## src/rtl/gen2_cmd_pkg.sv

```systemverilog
// Gen2 reader-command constants: command codes, prefixes, lengths, error codes and CRC-5 definition.
package gen2_cmd_pkg;

  localparam int unsigned TYPE_W = 3;
  localparam int unsigned LEN_W  = 5;
  localparam int unsigned ERR_W  = 2;
  localparam int unsigned CRC_W  = 5;

  typedef enum logic [TYPE_W-1:0] {
    CMD_NONE     = 3'd0,
    CMD_QUERYREP = 3'd1,
    CMD_ACK      = 3'd2,
    CMD_QUERY    = 3'd3,
    CMD_QUERYADJ = 3'd4
  } cmd_type_e;

  typedef enum logic [ERR_W-1:0] {
    ERR_NONE   = 2'd0,
    ERR_PREFIX = 2'd1,
    ERR_TRUNC  = 2'd2,
    ERR_CRC    = 2'd3
  } err_code_e;

  typedef enum logic [1:0] {
    ST_IDLE,
    ST_PREFIX,
    ST_COLLECT,
    ST_DRAIN
  } state_e;

  localparam logic [1:0] PFX_QUERYREP = 2'b00;
  localparam logic [1:0] PFX_ACK      = 2'b01;
  localparam logic [1:0] PFX_LONG     = 2'b10;
  localparam logic [3:0] PFX_QUERY    = 4'b1000;
  localparam logic [3:0] PFX_QUERYADJ = 4'b1001;

  localparam logic [LEN_W-1:0] LEN_QUERYREP = 5'd4;
  localparam logic [LEN_W-1:0] LEN_ACK      = 5'd18;
  localparam logic [LEN_W-1:0] LEN_QUERY    = 5'd22;
  localparam logic [LEN_W-1:0] LEN_QUERYADJ = 5'd9;

  // x^5 + x^3 + 1
  localparam logic [CRC_W-1:0] CRC5_POLY   = 5'b01001;
  localparam logic [CRC_W-1:0] CRC5_PRESET = 5'b01001;

  // One MSB-first serial step of the CRC-5 register.
  function automatic logic [CRC_W-1:0] crc5_step(input logic [CRC_W-1:0] crc, input logic din);
    crc5_step = {crc[CRC_W-2:0], 1'b0} ^ (((crc[CRC_W-1] ^ din) == 1'b1) ? CRC5_POLY : '0);
  endfunction

endpackage

```

## src/rtl/crc5_gen2.sv

```systemverilog
// Serial CRC-5 register: init loads the preset, en shifts in one data bit MSB first.
module crc5_gen2
  import gen2_cmd_pkg::*;
(
  input  logic             clk,
  input  logic             rst,
  input  logic             init,
  input  logic             en,
  input  logic             din,
  output logic [CRC_W-1:0] crc
);

  always_ff @(posedge clk) begin
    if (rst) begin
      crc <= '0;
    end else if (init) begin
      crc <= CRC5_PRESET;
    end else if (en) begin
      crc <= crc5_step(crc, din);
    end
  end

endmodule

```

## src/rtl/pie_cmd_deframer.sv

```systemverilog
// Deframes decoded PIE bits into Gen2 reader commands: prefix decode, length collect,
// CRC-5 check for Query, and truncation / bad-prefix error reporting.
module pie_cmd_deframer
  import gen2_cmd_pkg::*;
#(
  parameter int unsigned MAX_BITS = 22
)
(
  input  logic                clk,
  input  logic                rst,
  input  logic                bit_in,
  input  logic                bit_valid,
  input  logic                frame_sync,
  output logic                cmd_valid,
  output logic [TYPE_W-1:0]   cmd_type,
  output logic [LEN_W-1:0]    cmd_len,
  output logic [MAX_BITS-1:0] cmd_payload,
  output logic                cmd_err,
  output logic [ERR_W-1:0]    err_code
);

  localparam int unsigned CNT_W = $clog2(MAX_BITS + 1);

  state_e              r_state, w_state_nxt;
  logic                r_fs;
  logic [CNT_W-1:0]    r_cnt, w_cnt_nxt;
  logic [MAX_BITS-1:0] r_sr, w_sr_nxt;
  cmd_type_e           r_ftype, w_ftype;
  logic [LEN_W-1:0]    r_flen, w_flen;
  logic [CRC_W-1:0]    w_crc, w_crc_nxt;
  logic                w_rise, w_fall, w_acc, w_start, w_check, w_valid, w_err;
  err_code_e           w_ecode;

  assign w_rise    = frame_sync & ~r_fs;
  assign w_fall    = ~frame_sync & r_fs;
  assign w_acc     = bit_valid & frame_sync & ((r_state == ST_PREFIX) || (r_state == ST_COLLECT));
  assign w_start   = (r_state == ST_IDLE) & w_rise;
  assign w_cnt_nxt = (r_cnt == CNT_W'(MAX_BITS)) ? r_cnt : r_cnt + CNT_W'(1);
  assign w_sr_nxt  = {r_sr[MAX_BITS-2:0], bit_in};
  assign w_crc_nxt = crc5_step(w_crc, bit_in);

  crc5_gen2 u_crc (
    .clk  (clk),
    .rst  (rst),
    .init (w_start),
    .en   (w_acc),
    .din  (bit_in),
    .crc  (w_crc)
  );

  always_ff @(posedge clk) begin
    if (rst) r_state <= ST_IDLE;
    else     r_state <= w_state_nxt;
  end

  // Decisions look at the bit being accepted this cycle so pulses land one cycle after it.
  always_comb begin
    w_state_nxt = r_state;
    w_ftype     = r_ftype;
    w_flen      = r_flen;
    w_check     = 1'b0;
    w_valid     = 1'b0;
    w_err       = 1'b0;
    w_ecode     = ERR_NONE;
    case (r_state)
      ST_IDLE: begin
        if (w_rise) begin
          w_state_nxt = ST_PREFIX;
          w_ftype     = CMD_NONE;
          w_flen      = '0;
        end
      end
      ST_PREFIX: begin
        if (w_fall) begin
          w_err       = 1'b1;
          w_ecode     = ERR_TRUNC;
          w_state_nxt = ST_IDLE;
        end else if (w_acc) begin
          if (w_cnt_nxt == CNT_W'(2)) begin
            case (w_sr_nxt[1:0])
              PFX_QUERYREP: begin w_ftype = CMD_QUERYREP; w_flen = LEN_QUERYREP; end
              PFX_ACK:      begin w_ftype = CMD_ACK;      w_flen = LEN_ACK;      end
              PFX_LONG:     w_ftype = CMD_NONE;
              default:      begin w_err = 1'b1; w_ecode = ERR_PREFIX; end
            endcase
          end else if (w_cnt_nxt == CNT_W'(4)) begin
            case (w_sr_nxt[3:0])
              PFX_QUERY:    begin w_ftype = CMD_QUERY;    w_flen = LEN_QUERY;    end
              PFX_QUERYADJ: begin w_ftype = CMD_QUERYADJ; w_flen = LEN_QUERYADJ; end
              default:      begin w_err = 1'b1; w_ecode = ERR_PREFIX; end
            endcase
          end
          if (w_err) begin
            w_state_nxt = ST_DRAIN;
          end else if (w_ftype != CMD_NONE) begin
            w_state_nxt = ST_COLLECT;
            w_check     = 1'b1;
          end
        end
      end
      ST_COLLECT: begin
        if (w_fall) begin
          w_err       = 1'b1;
          w_ecode     = ERR_TRUNC;
          w_state_nxt = ST_IDLE;
        end else if (w_acc) begin
          w_check = 1'b1;
        end
      end
      ST_DRAIN: begin
        if (w_fall) w_state_nxt = ST_IDLE;
      end
      default: w_state_nxt = ST_IDLE;
    endcase
    if (w_check && (32'(w_cnt_nxt) == 32'(w_flen))) begin
      w_state_nxt = ST_DRAIN;
      if ((w_ftype == CMD_QUERY) && (w_crc_nxt != '0)) begin
        w_err   = 1'b1;
        w_ecode = ERR_CRC;
      end else begin
        w_valid = 1'b1;
      end
    end
  end

  // Start of frame is seen as "already high" after reset so a held frame_sync cannot open one.
  always_ff @(posedge clk) begin
    if (rst) begin
      r_fs        <= 1'b1;
      r_cnt       <= '0;
      r_sr        <= '0;
      r_ftype     <= CMD_NONE;
      r_flen      <= '0;
      cmd_valid   <= 1'b0;
      cmd_err     <= 1'b0;
      cmd_type    <= '0;
      cmd_len     <= '0;
      cmd_payload <= '0;
      err_code    <= '0;
    end else begin
      r_fs      <= frame_sync;
      r_ftype   <= w_ftype;
      r_flen    <= w_flen;
      cmd_valid <= w_valid;
      cmd_err   <= w_err;
      if (w_start) begin
        r_cnt <= '0;
        r_sr  <= '0;
      end else if (w_acc) begin
        r_cnt <= w_cnt_nxt;
        r_sr  <= w_sr_nxt;
      end
      if (w_valid) begin
        cmd_type    <= w_ftype;
        cmd_len     <= w_flen;
        cmd_payload <= w_sr_nxt;
        err_code    <= ERR_NONE;
      end
      if (w_err) err_code <= w_ecode;
    end
  end

endmodule

```

## config.mk

```make
export PLATFORM = sky130hd
export DESIGN_NAME = pie_cmd_deframer
export DESIGN_NICKNAME = d
export VERILOG_FILES = /design/src/rtl/gen2_cmd_pkg.sv /design/src/rtl/crc5_gen2.sv /design/src/rtl/pie_cmd_deframer.sv
export SDC_FILE = /design/constraint.sdc
export NUM_CORES = 1
export LEC_CHECK = 0
export ABC_CLOCK_PERIOD_IN_PS = 8400
export CAP_MARGIN = 5
export CORE_AREA = 2 2 97 99
export CTS_BUF_LIST = sky130_fd_sc_hd__clkbuf_4 sky130_fd_sc_hd__clkbuf_8
export DETAILED_ROUTE_END_ITERATION = 8
export DIE_AREA = 0 0 99 101
export PLACE_DENSITY = 0.75
export SYNTH_ARGS = -nofsm -noshare
export SYNTH_HDL_FRONTEND = slang
export SYNTH_HIERARCHICAL = 1
export SYNTH_SLANG_ARGS = --single-unit
```

## constraint.sdc

```tcl
create_clock -name clk -period 8.4 [get_ports clk]
set_clock_uncertainty 0.15 [all_clocks]
set_input_delay 1.68 -clock clk [delete_from_list [all_inputs] [get_ports clk]]
set_output_delay 1.68 -clock clk [all_outputs]
set_load 0.02 [all_outputs]
```

## After elaboration in Yosys (flattened, before gate mapping)

Cells that the tools add are included.

| word-level totals | value |
|---|---|
| logic and storage cells | 119 |
| register bits | 76 |

| operators by class | value |
|---|---|
| reduce and logical (&&, ||, !) cells | 14 |
| equal/unequal tests | 16 |
| add/sub/neg operators | 1 |
| multiplexer cells | 65 |
| bitwise operators | 9 |

Operators by type and width:

| cell | number |
|---|---|
| $mux W2 | 15 |
| $mux W5 | 6 |
| $pmux W5 S2 | 3 |
| $mux W3 | 8 |
| $mux W1 | 23 |
| $mux W4 | 3 |
| $pmux W3 S2 | 2 |
| $pmux W3 S3 | 1 |
| $eq A4 B4 Y1 const B | 2 |
| $eq A2 B2 Y1 const B | 3 |
| $pmux W2 S3 | 1 |
| $reduce_or A2 Y1 | 3 |
| $add A5 B1 Y5 const B | 1 |
| $and A1 B1 Y1 | 5 |
| $eq A5 B2 Y1 const B | 1 |
| $eq A5 B3 Y1 const B | 1 |
| $eq A5 B5 Y1 | 1 |
| $eq A5 B5 Y1 const B | 1 |
| $ne A5 B2 Y1 const B | 1 |
| $reduce_bool A5 Y1 | 1 |
| $xor A5 B4 Y5 | 1 |
| $eq A2 B1 Y1 const B | 2 |
| $logic_not A2 Y1 | 2 |
| $ne A4 B2 Y1 const B | 1 |
| 13 further kinds | 17 |

## Longest topological paths before layout

Gate-level depths: netlist (run 1).

| logic depth | value |
|---|---|
| depth in word-level cells | 18 |
| gate-level depth with buffers | 12 |
| mapped depth without buffers | 11 |

## Cells and area by module

The synthesis (run 1) kept the hierarchy.

Modules (own cells, without submodules):

| module | area each (µm²) | cells each | sequential area each (µm²) | instances |
|---|---|---|---|---|
| pie_cmd_deframer | 3692.3 | 433 | 1421.4 | 1 |
| crc5_gen2 | 207.7 | 21 | 100.1 | 1 |

## Least setup slack after synthesis (run 1)

No wires, ideal clock.

| path | value |
|---|---|
| path type | in2reg |
| from | in bit_in |
| to | reg cmd_len[0] |
| cell stages on the path | 10 |
| setup time | 123 ps |
| arrival | 4122 ps |
| required time | 8127 ps |
| slack | 4004 ps |
| buffers on the path | 2 |
| path through | clkbuf_1 -> or2_1 -> a211oi_2 -> o2111ai_1 -> a22oi_1 -> xnor2_1 -> or4_4 -> nor3_4 -> buf_6 -> mux2_1 |

| between the ends | value |
|---|---|
| cells in the longest elaborated chain, start to end | 15 |

RTL lines:

| item | RTL line | RTL |
|---|---|---|
| from (decl) | pie_cmd_deframer.sv:11 | `input logic bit_in,` |
| $eq A4 B4 Y1 | pie_cmd_deframer.sv:87 | `case (w_sr_nxt[3:0])` |
| $pmux W3 S2 | pie_cmd_deframer.sv:87 |  |
| $mux W3 | pie_cmd_deframer.sv:86 | `end else if (w_cnt_nxt == CNT_W'(4)) begin` |
| $mux W3 | pie_cmd_deframer.sv:79 | `if (w_cnt_nxt == CNT_W'(2)) begin` |
| $mux W3 | pie_cmd_deframer.sv:78 | `end else if (w_acc) begin` |
| $mux W3 | pie_cmd_deframer.sv:74 | `if (w_fall) begin` |
| $mux W3 | pie_cmd_deframer.sv:65 | `case (r_state)` |
| $reduce_bool A3 Y1 | pie_cmd_deframer.sv:95 | `end else if (w_ftype != CMD_NONE) begin` |
| $mux W1 | pie_cmd_deframer.sv:95 |  |
| $mux W1 | pie_cmd_deframer.sv:93 | `if (w_err) begin` |
| $mux W1 | pie_cmd_deframer.sv:78 |  |
| $mux W1 | pie_cmd_deframer.sv:74 |  |
| $pmux W1 S2 | pie_cmd_deframer.sv:65 |  |
| $logic_and A1 B1 Y1 | pie_cmd_deframer.sv:115 | `if (w_check && (32'(w_cnt_nxt) == 32'(w_flen))) begin` |
| $mux W1 | pie_cmd_deframer.sv:115 |  |
| to (signal assigned) | pie_cmd_deframer.sv:155 | `cmd_len <= w_flen;` |
| to (decl) | pie_cmd_deframer.sv:16 | `output logic [LEN_W-1:0] cmd_len,` |

Several ways; a longest one is shown, not always the timed one. The select of a mux whose other input is x is not followed.
A chain may end at the register's enable or synchronous reset.

## Worst setup path in the final report (run 1)

| path | value |
|---|---|
| from | in frame_sync |
| to | reg cmd_len[2] |

| between the ends | value |
|---|---|
| cells in the longest elaborated chain, start to end | 9 |

RTL lines:

| item | RTL line | RTL |
|---|---|---|
| from (decl) | pie_cmd_deframer.sv:13 | `input logic frame_sync,` |
| $and A1 B1 Y1 (2 in a row) | pie_cmd_deframer.sv:36 | `assign w_acc = bit_valid & frame_sync & ((r_state == ST_PREFIX) \|\| (r_state == ST_COLLECT));` |
| $mux W3 | pie_cmd_deframer.sv:78 |  |
| $mux W3 | pie_cmd_deframer.sv:74 |  |
| $pmux W3 S2 | pie_cmd_deframer.sv:65 |  |
| $eq A3 B2 Y1 | pie_cmd_deframer.sv:117 | `if ((w_ftype == CMD_QUERY) && (w_crc_nxt != '0)) begin` |
| $logic_and A1 B1 Y1 | pie_cmd_deframer.sv:117 |  |
| $mux W1 | pie_cmd_deframer.sv:117 |  |
| $mux W1 | pie_cmd_deframer.sv:115 |  |

Several ways; a longest one is shown, not always the timed one.

==> results of run 1 <==
[synth_stat cells (all sizes together) (2+ instances only)]
| cell type | instances |
|---|---|
| o2111ai | 2 |
| nor4 | 7 |
| a22o | 2 |
| nand4b | 2 |
| clkbuf | 19 |
| o221ai | 3 |
| nor2b | 11 |
| inv | 12 |
| and4b | 2 |
| a221oi | 3 |
| o41ai | 3 |
| dfxtp | 76 |
| or4 | 4 |
| xor2 | 3 |
| mux2i | 27 |
| nor3 | 12 |
| o22ai | 2 |
| ha | 7 |
| a211oi | 5 |
| o21a | 2 |
| or2 | 3 |
| nand2 | 63 |
| nand3 | 7 |
| buf | 9 |
| xnor2 | 7 |
| nand2b | 49 |
| o211ai | 5 |
| a21oi | 37 |
| mux2 | 8 |
| nor2 | 18 |
| o21ai | 18 |
| a31oi | 5 |
| a32oi | 2 |
| o311a | 2 |
[where the power goes]
group,internal (uW),switching [uW],leakage (uW)
registers,365,5.41,0.000613
logic,34.3,68.0,0.000782
clock network,142,144,0.0000984
[area by class of cell]
class                      count  area (sq um)  share of cell area, %
clock buffer                   9           124                   2.75
timing repair buffer          41           398                   8.82
inverter                      13          48.8                   1.08
clock inverter                 7          82.6                   1.83
multi-input combinational    337          2200                   48.7
sequential                    76          1520                   33.7
tap                          111           139                   3.08
[critical path, stage by stage]
cell	delay, ns
clkdlybuf4s50_1	0.50
nand3_1	0.11
buf_4	0.32
clkinv_1	0.50
o2111ai_1	0.43
a22oi_1	0.17
xnor2_1	0.18
or4_4	0.52
nor3_4	0.28
buf_4	0.43
mux2_1	0.36
[cell usage in the layout, fill, tap and decap left out, drive strengths merged, types with 8 or more instances in the layout]
master         count
clkbuf             9
mux2               8
nand2             63
o21ai             18
inv               15
a21oi             37
nand2b            49
nor2              18
nor2b             11
clkdlybuf4s50     37
dfxtp             76
nor3              12
mux2i             27
[sequential cells by signal, indices dropped and copies added (netlist names)]
signal / cells
u_crc/crc: 5
cmd_valid: 1
r_sr: 21
cmd_err: 1
cmd_len: 5
r_state: 2
r_fs: 1
err_code: 2
r_cnt: 5
cmd_payload: 22
r_flen: 5
cmd_type: 3
r_ftype: 3
[layer usage]
| metal | share of wire [%] | up-vias | track usage, % |
|---|---|---|---|
| met4 | 1.8 | 0 | 6.43 |
| met2 | 47 | 119 | 28.4 |
| met5 | 0 | - | 0 |
| met3 | 6.6 | 11 | 4.30 |
| met1 | 45 | 1553 | 23.7 |
| li1 | - | 1645 | - |
[cells by family after synthesis]
group | Yosys count | synth area share [%]
flops | 76 | 39.0
compound gates | 101 | 16.9
buf+inv | 41 | 4.62
xor+xnor | 10 | 2.82
simple gates | 184 | 25.2
fa+ha+maj | 7 | 2.25
mux | 35 | 9.24
[metrics by stage]
stage	setup slack (ns)	util, %	hold WS [ns]
after floorplan	4.00	-	0.287
after CTS	3.02	50.3	0.314
after global routing	2.68	50.3	0.344
final	2.98	50.3	0.311
after global placement	2.77	48.0	0.301
after detailed placement	2.66	48.0	0.302
[path summary, 6_finish.rpt]
check	from	to
worst max register to register	r_state[0]	cmd_len[2]
worst min-delay path	r_sr[20]	r_sr[20]
worst max-delay path	frame_sync	cmd_len[2]
worst min register to register	r_sr[20]	r_sr[20]
==> impl_metrics.yaml, run 1 <==
sta:
  setup_viol: 0
  hold_viol_final: 0
  max_slew_margin_pct: 32.7
  tightest_slew_ns: 0.981
  rsz0062_at_grt: "false"
  fmax_mhz: 184
  maxSlewViolCount: 0
  tns_ns: 0
  period_share_pct: 64.6
  period_minus_slack_ns: 5.42
finish:
  n_antenna_cell: 0
  fin_area_sq_um: 4510
  layout-drive-gt1-share_pct: 7.04
  fillers: 859
  areaGrowthSynthToFinish_pct: 15.7
  final_nets: 490
  final_cells: 594
placed_design:
  gp_congestion: 1.00
  placedCellCount: 578
  placed_area_sq_um: 4310
  dpl.hpwl_um: 6140
  numPortBuffers: 38
floorplanning:
  core_region_area_sq_um: 8980
  rows: 35
  initial_core_util_pct: 43.4
  ios: 39
  die_w_um: 99
  die_y_um: 101
  dieArea_sq_um: 10000
clocking:
  clock-sinks: 76
  clock_latency_ns: 0.34
  clockRootBuffer: "clkbuf_8"
  cts_made_buffers: 9
  cts.repair.resized: 0
  path_clk_slew_ns: 0.08
  cts_setup_buffers: 0
  h-tree-depth: 3
  hold_buffers: 0
  cts_tree: "built"
  cts_buffer_depth: 2
run:
  maxCapViolCount: 0
route:
  wire_per_inst_um: 14.8
  drt_pass1_iterations: 7
  ant_nets: 0
  drc: 0
  routed_wirelength_um: 8800
  vias_per_cell: 5.60
  drt_first_iter_violations: 190
  route.vias.total: 3328
synth:
  synth_seq_area_share_pct: 39.0
  synth_largest_area_cell: "dfxtp_1"
  yosysUniqueCellTypes: 64
  synth_top_area_share_pct: 39.0
  ys_top_cells_by_area: "dfxtp_1 39%, nand2b_1 7.9%, mux2i_1 6.9%"
  synth_edf_count: 0
  synthesis.nets: 466
  syn_avg_cell_area_sq_um: 8.59
  synth_area_sq_um: 3900
  synth_cells: 454
  ys_async_sr_fraction_pct: 0
  yosysWarnings: 6
  ys.flop_type: "dfxtp_1"
  synth-seq-cells: 76
critical_path:
  rr_worst_depth: 12
  critPathRequiredTime_ns: 8.48
  worst-r2r-setup-slack_ns: 3.98
  start_kind: "input pin"
  cp_max_fo: 30
  cp.arrival_ns: 5.50
  crit_type: "input pin to flip-flop"
  endpoint_kind: "flip-flop"
grt:
  gr-total-overflow: 0
  antenna_found_initial: 0
  grt_max_degree: 74
  grt_pass1_wl_um: 14500
  grt_pass1_vias: 3042
  grt_usage_pct: 17.9
power_and_ir_drop:
  power_density_nw_per_um2: 168
  ir_drop_v: 0.000117
  power_uw: 759
  p_leak_uw: 0.00149
hold_path:
  hold_path.class: "flip-flop to flip-flop"
  hold_depth: 2
outcome:
  status: "finished, final reports clean"
Note: power is estimated with default switching activity, not from simulation.
==> run 2: changes to the inputs <==
ABC_CLOCK_PERIOD_IN_PS = 4510   (was 8400)
PLACE_DENSITY = 0.77   (was 0.75)
clock period = 4.51 ns   (was 8.4 ns; I/O delays follow)
==> run 2 against run 1 <==
Design area rose by 1.7%. First-iteration DRC count up 2.6%. Worst setup slack lost 2.5 ns. Sequential cell count did not move. Global-route usage is 1.5 points higher. Non-clock buffer count grew 9. Critical path type is now flip-flop to flip-flop.
==> impl_metrics.yaml, run 2 (synthesis results as in run 1) <==
grt:
  grt_max_degree: 48
  grt_usage_pct: 19.4
  grt_pass1_wl_um: 15600
  gr-total-overflow: 0
  grt_pass1_vias: 3186
  antenna_found_initial: 0
sta:
  period_share_pct: 88.6
  hold_viol_final: 0
  fin_hold_ws_ns: 0.311
  fmax_mhz: 250
  fin_ws_ns: 0.516
  setup_viol: 0
  rsz0062_at_grt: "false"
  tns_ns: 0
  period_minus_slack_ns: 3.99
  tightest_slew_ns: 0.784
  max_slew_margin_pct: 47.7
  maxSlewViolCount: 0
clocking:
  path_clk_slew_ns: 0.09
  cts_made_buffers: 9
  cts_tree: "built"
  hold_buffers: 0
  clock_latency_ns: 0.36
  clockRootBuffer: "clkbuf_8"
  cts_buffer_depth: 2
  clock-sinks: 76
  cts_setup_buffers: 0
  cts.repair.resized: 0
  h-tree-depth: 3
route:
  ant_nets: 0
  routed_wirelength_um: 9320
  drt_pass1_iterations: 4
  drc: 0
  drt_first_iter_violations: 195
  route.vias.total: 3323
  wire_per_inst_um: 15.5
  vias_per_cell: 5.51
outcome:
  status: "finished, final reports clean"
critical_path:
  cp_top_family: "simple AND/OR/NAND/NOR gates"
  start_kind: "flip-flop"
  endpoint_kind: "flip-flop"
  crit_path_max_incr_delay_ns: 0.53
  critPathRequiredTime_ns: 4.64
  worstPathCellList: "inv_1 > ha_1 > nand2b_1 > or3_1 > o41ai_1 > a22oi_1 > xnor2_1 > or4_4 > nor3_4 > buf_12 > buf_4 > mux2i_1"
  crit_type: "flip-flop to flip-flop"
  cp.arrival_ns: 4.13
  cp_num_buf_inv: 3
  cpMaxStageDelayCell: "or4_4"
  cp_max_fo: 22
finish:
  final_nets: 499
  areaGrowthSynthToFinish_pct: 17.6
  largest_register: "cmd_payload"
  fillers: 833
  layout-drive-gt1-share_pct: 8.74
  layout_common_cells: "76 x dfxtp_1, 63 x nand2_1, 49 x nand2b_1"
  n_antenna_cell: 0
  reg_top3: "cmd_payload: 22 flops, r_sr: 21 flops"
  largest_register_ffs: 22
  layout_commonest_cell: "dfxtp_1"
floorplanning:
  ios: 39
  core_region_area_sq_um: 8980
  dieArea_sq_um: 10000
  die_y_um: 101
  initial_core_util_pct: 43.4
  rows: 35
  die_w_um: 99
placed_design:
  gp_congestion: 0.985
  dpl.hpwl_um: 6620
  post-place-ws_ns: 0.247
  numPortBuffers: 38
hold_path:
  hold_path.class: "flip-flop to flip-flop"
power_and_ir_drop:
  power_density_nw_per_um2: 310
  p_leak_uw: 0.00154
  power_uw: 1420
  ir_drop_v: 0.000177
run:
  maxCapViolCount: 0
run 2: changes by cell type in the layout (fill, tap and decap cells not counted):
cell,delta
buf_12,+1
buf_4,+8
clkbuf_4,+1
inv_8,-1
run 2: layout make-up:
class / count / area (sq um) / share of cell area (%)
Multi-Input combinational cell: 337 / 2200 / 47.9
Tap cell: 111 / 139 / 3.03
Timing Repair Buffer: 50 / 478 / 10.4
Sequential cell: 76 / 1520 / 33.2
Clock buffer: 10 / 131 / 2.86
Inverter: 13 / 48.8 / 1.06
Clock inverter: 6 / 71.3 / 1.55
run 2: per-stage QoR:
stage	area (sq um)	instances	utilization, %
5_1_grt	4590	603	51.1
3_5_place_dp	4390	587	48.9
3_3_place_gp	4390	587	48.9
2_1_floorplan	3900	454	-
6_report	4590	603	51.1
4_1_cts	4590	603	51.1
run 2: worst min-delay path, cell delays in order (launching register included):
cell	delay, ns
dfxtp_1	0.32
nand2_1	0.05
a21oi_1	0.05
run 2: where the power goes:
group | switching (uW) | leakage [uW] | internal [uW]
Sequential | 10.3 | 0.000613 | 680
Combinational | 126 | 0.000829 | 68.2
Clock | 270 | 0.0000969 | 267
run 2: metal layers:
metal / global-route usage, % / part of all wire, % / vias to the layer above
li1: - / - / 1662
met1: 24.5 / 44 / 1568
met2: 32.7 / 50 / 80
met3: 3.40 / 4.1 / 13
met4: 8.01 / 1.9 / 0
met5: 0 / 0 / -
run 2: worst paths after layout:
path | start | to | slack (ns) | cells after the start
min | r_sr[20] | r_sr[20] | 0.31 | 2
max | r_cnt[0] | cmd_payload[15] | 0.52 | 12
min reg2reg | r_sr[20] | r_sr[20] | 0.31 | 2
max reg2reg | r_cnt[0] | cmd_payload[15] | 0.52 | 12
==> run 3: changes to the inputs <==
ABC_CLOCK_PERIOD_IN_PS = default   (was 4510)
clock period = 3.3 ns   (was 4.51 ns; I/O delays follow)
==> run 3 against run 2 <==
The flow now finishes with violations (negative setup slack). Largest power group unchanged. Sequential cell count did not move. Fmax rose by 18%. Worst setup slack lost 0.60 ns. Clock power rose by 37%. Clock-buffer cell count stayed put. Register-to-register slack got worse by 0.60 ns. Critical path depth grew 2.
==> impl_metrics.yaml, run 3 (synthesis results as in run 1) <==
outcome:
  status: "finished, violations left"
  violations: "negative setup slack"
floorplanning:
  dieArea_sq_um: 10000
  die_y_um: 101
  initial_core_util_pct: 43.4
  rows: 35
  die_w_um: 99
  ios: 39
  core_region_area_sq_um: 8980
clocking:
  cts_tree: "built"
  cts_buffer_depth: 2
  cts_made_buffers: 9
  hold_buffers: 0
  clock_latency_ns: 0.34
  path_clk_slew_ns: 0.08
  clockRootBuffer: "clkbuf_8"
  h-tree-depth: 3
  clock-sinks: 76
sta:
  maxSlewViolCount: 0
  fin_ws_ns: -0.0864
  max_slew_margin_pct: 61.7
  setup_viol: 29
  fmax_mhz: 295
  period_minus_slack_ns: 3.39
  rsz0062_at_grt: "true"
  hold_viol_final: 0
  period_share_pct: 103
  tightest_slew_ns: 0.574
route:
  route.vias.total: 3677
  wire_per_inst_um: 16.0
  drc: 0
  drt_first_iter_violations: 284
  drt_pass1_iterations: 7
  ant_nets: 0
  routed_wirelength_um: 10700
  vias_per_cell: 5.54
critical_path:
  crit_path_max_incr_delay_ns: 0.57
  cpMaxStageDelayCell: "or4_4"
  cp_max_fo: 6
  worstPathCellList: "buf_6 > ha_4 > and4b_2 > buf_4 > o221ai_1 > a211oi_1 > buf_4 > nor2_1 > o221ai_1 > or4_4 > nor3_4 > buf_6 > buf_12 > mux2_1"
  endpoint_kind: "flip-flop"
  worst-r2r-setup-slack_ns: -0.09
  crit_type: "flip-flop to flip-flop"
  cp.arrival_ns: 3.46
  critPathRequiredTime_ns: 3.38
  start_kind: "flip-flop"
placed_design:
  dpl.hpwl_um: 7720
  numPortBuffers: 38
  gp_congestion: 0.925
  placedCellCount: 643
finish:
  final_cells: 664
  layout_common_cells: "73 x dfxtp_1, 65 x buf_4, 63 x nand2_1"
  largest_register_ffs: 22
  final_nets: 560
  register_area_sq_um: 1530
  post-route-util_pct: 59.0
  reg_top3: "cmd_payload: 22 flops, r_sr: 21 flops"
  largest_register: "cmd_payload"
  n_antenna_cell: 0
  layout_commonest_cell: "dfxtp_1"
  areaGrowthSynthToFinish_pct: 35.8
  fillers: 734
  layout-drive-gt1-share_pct: 23.9
  multi_input_area_sq_um: 2380
power_and_ir_drop:
  p_leak_uw: 0.00189
  power_density_nw_per_um2: 386
  ir_drop_v: 0.000252
hold_path:
  hold_path.class: "flip-flop to flip-flop"
grt:
  gr-total-overflow: 0
  grt_max_degree: 42
  grt_usage_pct: 22.1
  antenna_found_initial: 0
  grt_pass1_vias: 3712
  grt_pass1_wl_um: 18000
run:
  maxCapViolCount: 0
run 3: cell types whose count changed in the layout (fill, tap and decap cells not counted), sizes merged:
cell / before / now
buf: 13 / 74
clkdlybuf4s50: 37 / 35
clkinv: 2 / 1
dlygate4sd2: 0 / 2
inv: 14 / 15
run 3: power breakdown:
part / switching, uW / total, uW / leakage (uW) / internal (uW)
clock network: 357 / 733 / 0.0000999 / 376
registers: 14.9 / 944 / 0.000615 / 930
logic: 204 / 365 / 0.00118 / 161
total: 576 / 2040 / 0.00189 / 1470
run 3: routing by layer:
metal	up-vias	share of wire, %	global-route usage (%)
met5	-	0	0
li1	1787	-	-
met4	0	2.1	8.96
met3	17	5.6	3.95
met1	1768	43	27.8
met2	105	50	37.6
run 3: per-stage QoR:
step,hold WS (ns),total power [uW],TNS [ns],worst slack (ns),cell area [sq um]
detailed placement,0.303,1290,-13.85,-0.478,4860
floorplan,0.287,1160,0,0.0100,3930
finish,0.312,2040,-1.23,-0.0864,5300
CTS,0.316,2030,-0.237,-0.0327,5230
global route,0.353,2120,-4.33,-0.191,5300
global placement,0.297,1280,-12.67,-0.436,4860
run 3: critical path, delay by kind of cell, from the launching register on:
kind / cells / cell delay [ns]
AOI/OAI and AO/OA: 3 / 0.49
adders and majority gates: 1 / 0.16
buffers and inverters: 5 / 0.70
DFF: 1 / 0.36
muxes: 1 / 0.32
and+or+nand+nor: 4 / 1.10
run 3: final cells by class:
class	count	area share [%]
clock buffer	10	2.60
inverter	13	0.921
timing repair buffer	111	18.8
multi-input combinational	337	44.9
tap	111	2.62
sequential	76	28.8
clock inverter	6	1.30
run 3: repair_timing:
item	4_1_cts	5_1_grt
buffers inserted	4	0
gates cloned	1	0
resized for setup	28	10
endpoints found under the setup margin	29	30
pin swaps	0	2
run 3: worst paths after layout:
kind                            depth (start not counted)         end     start
worst max-delay path                                   14  cmd_len[0]  r_cnt[1]
worst max register to register                         14  cmd_len[0]  r_cnt[1]
worst min-delay path                                    2    r_sr[20]  r_sr[20]
worst min register to register                          2    r_sr[20]  r_sr[20]
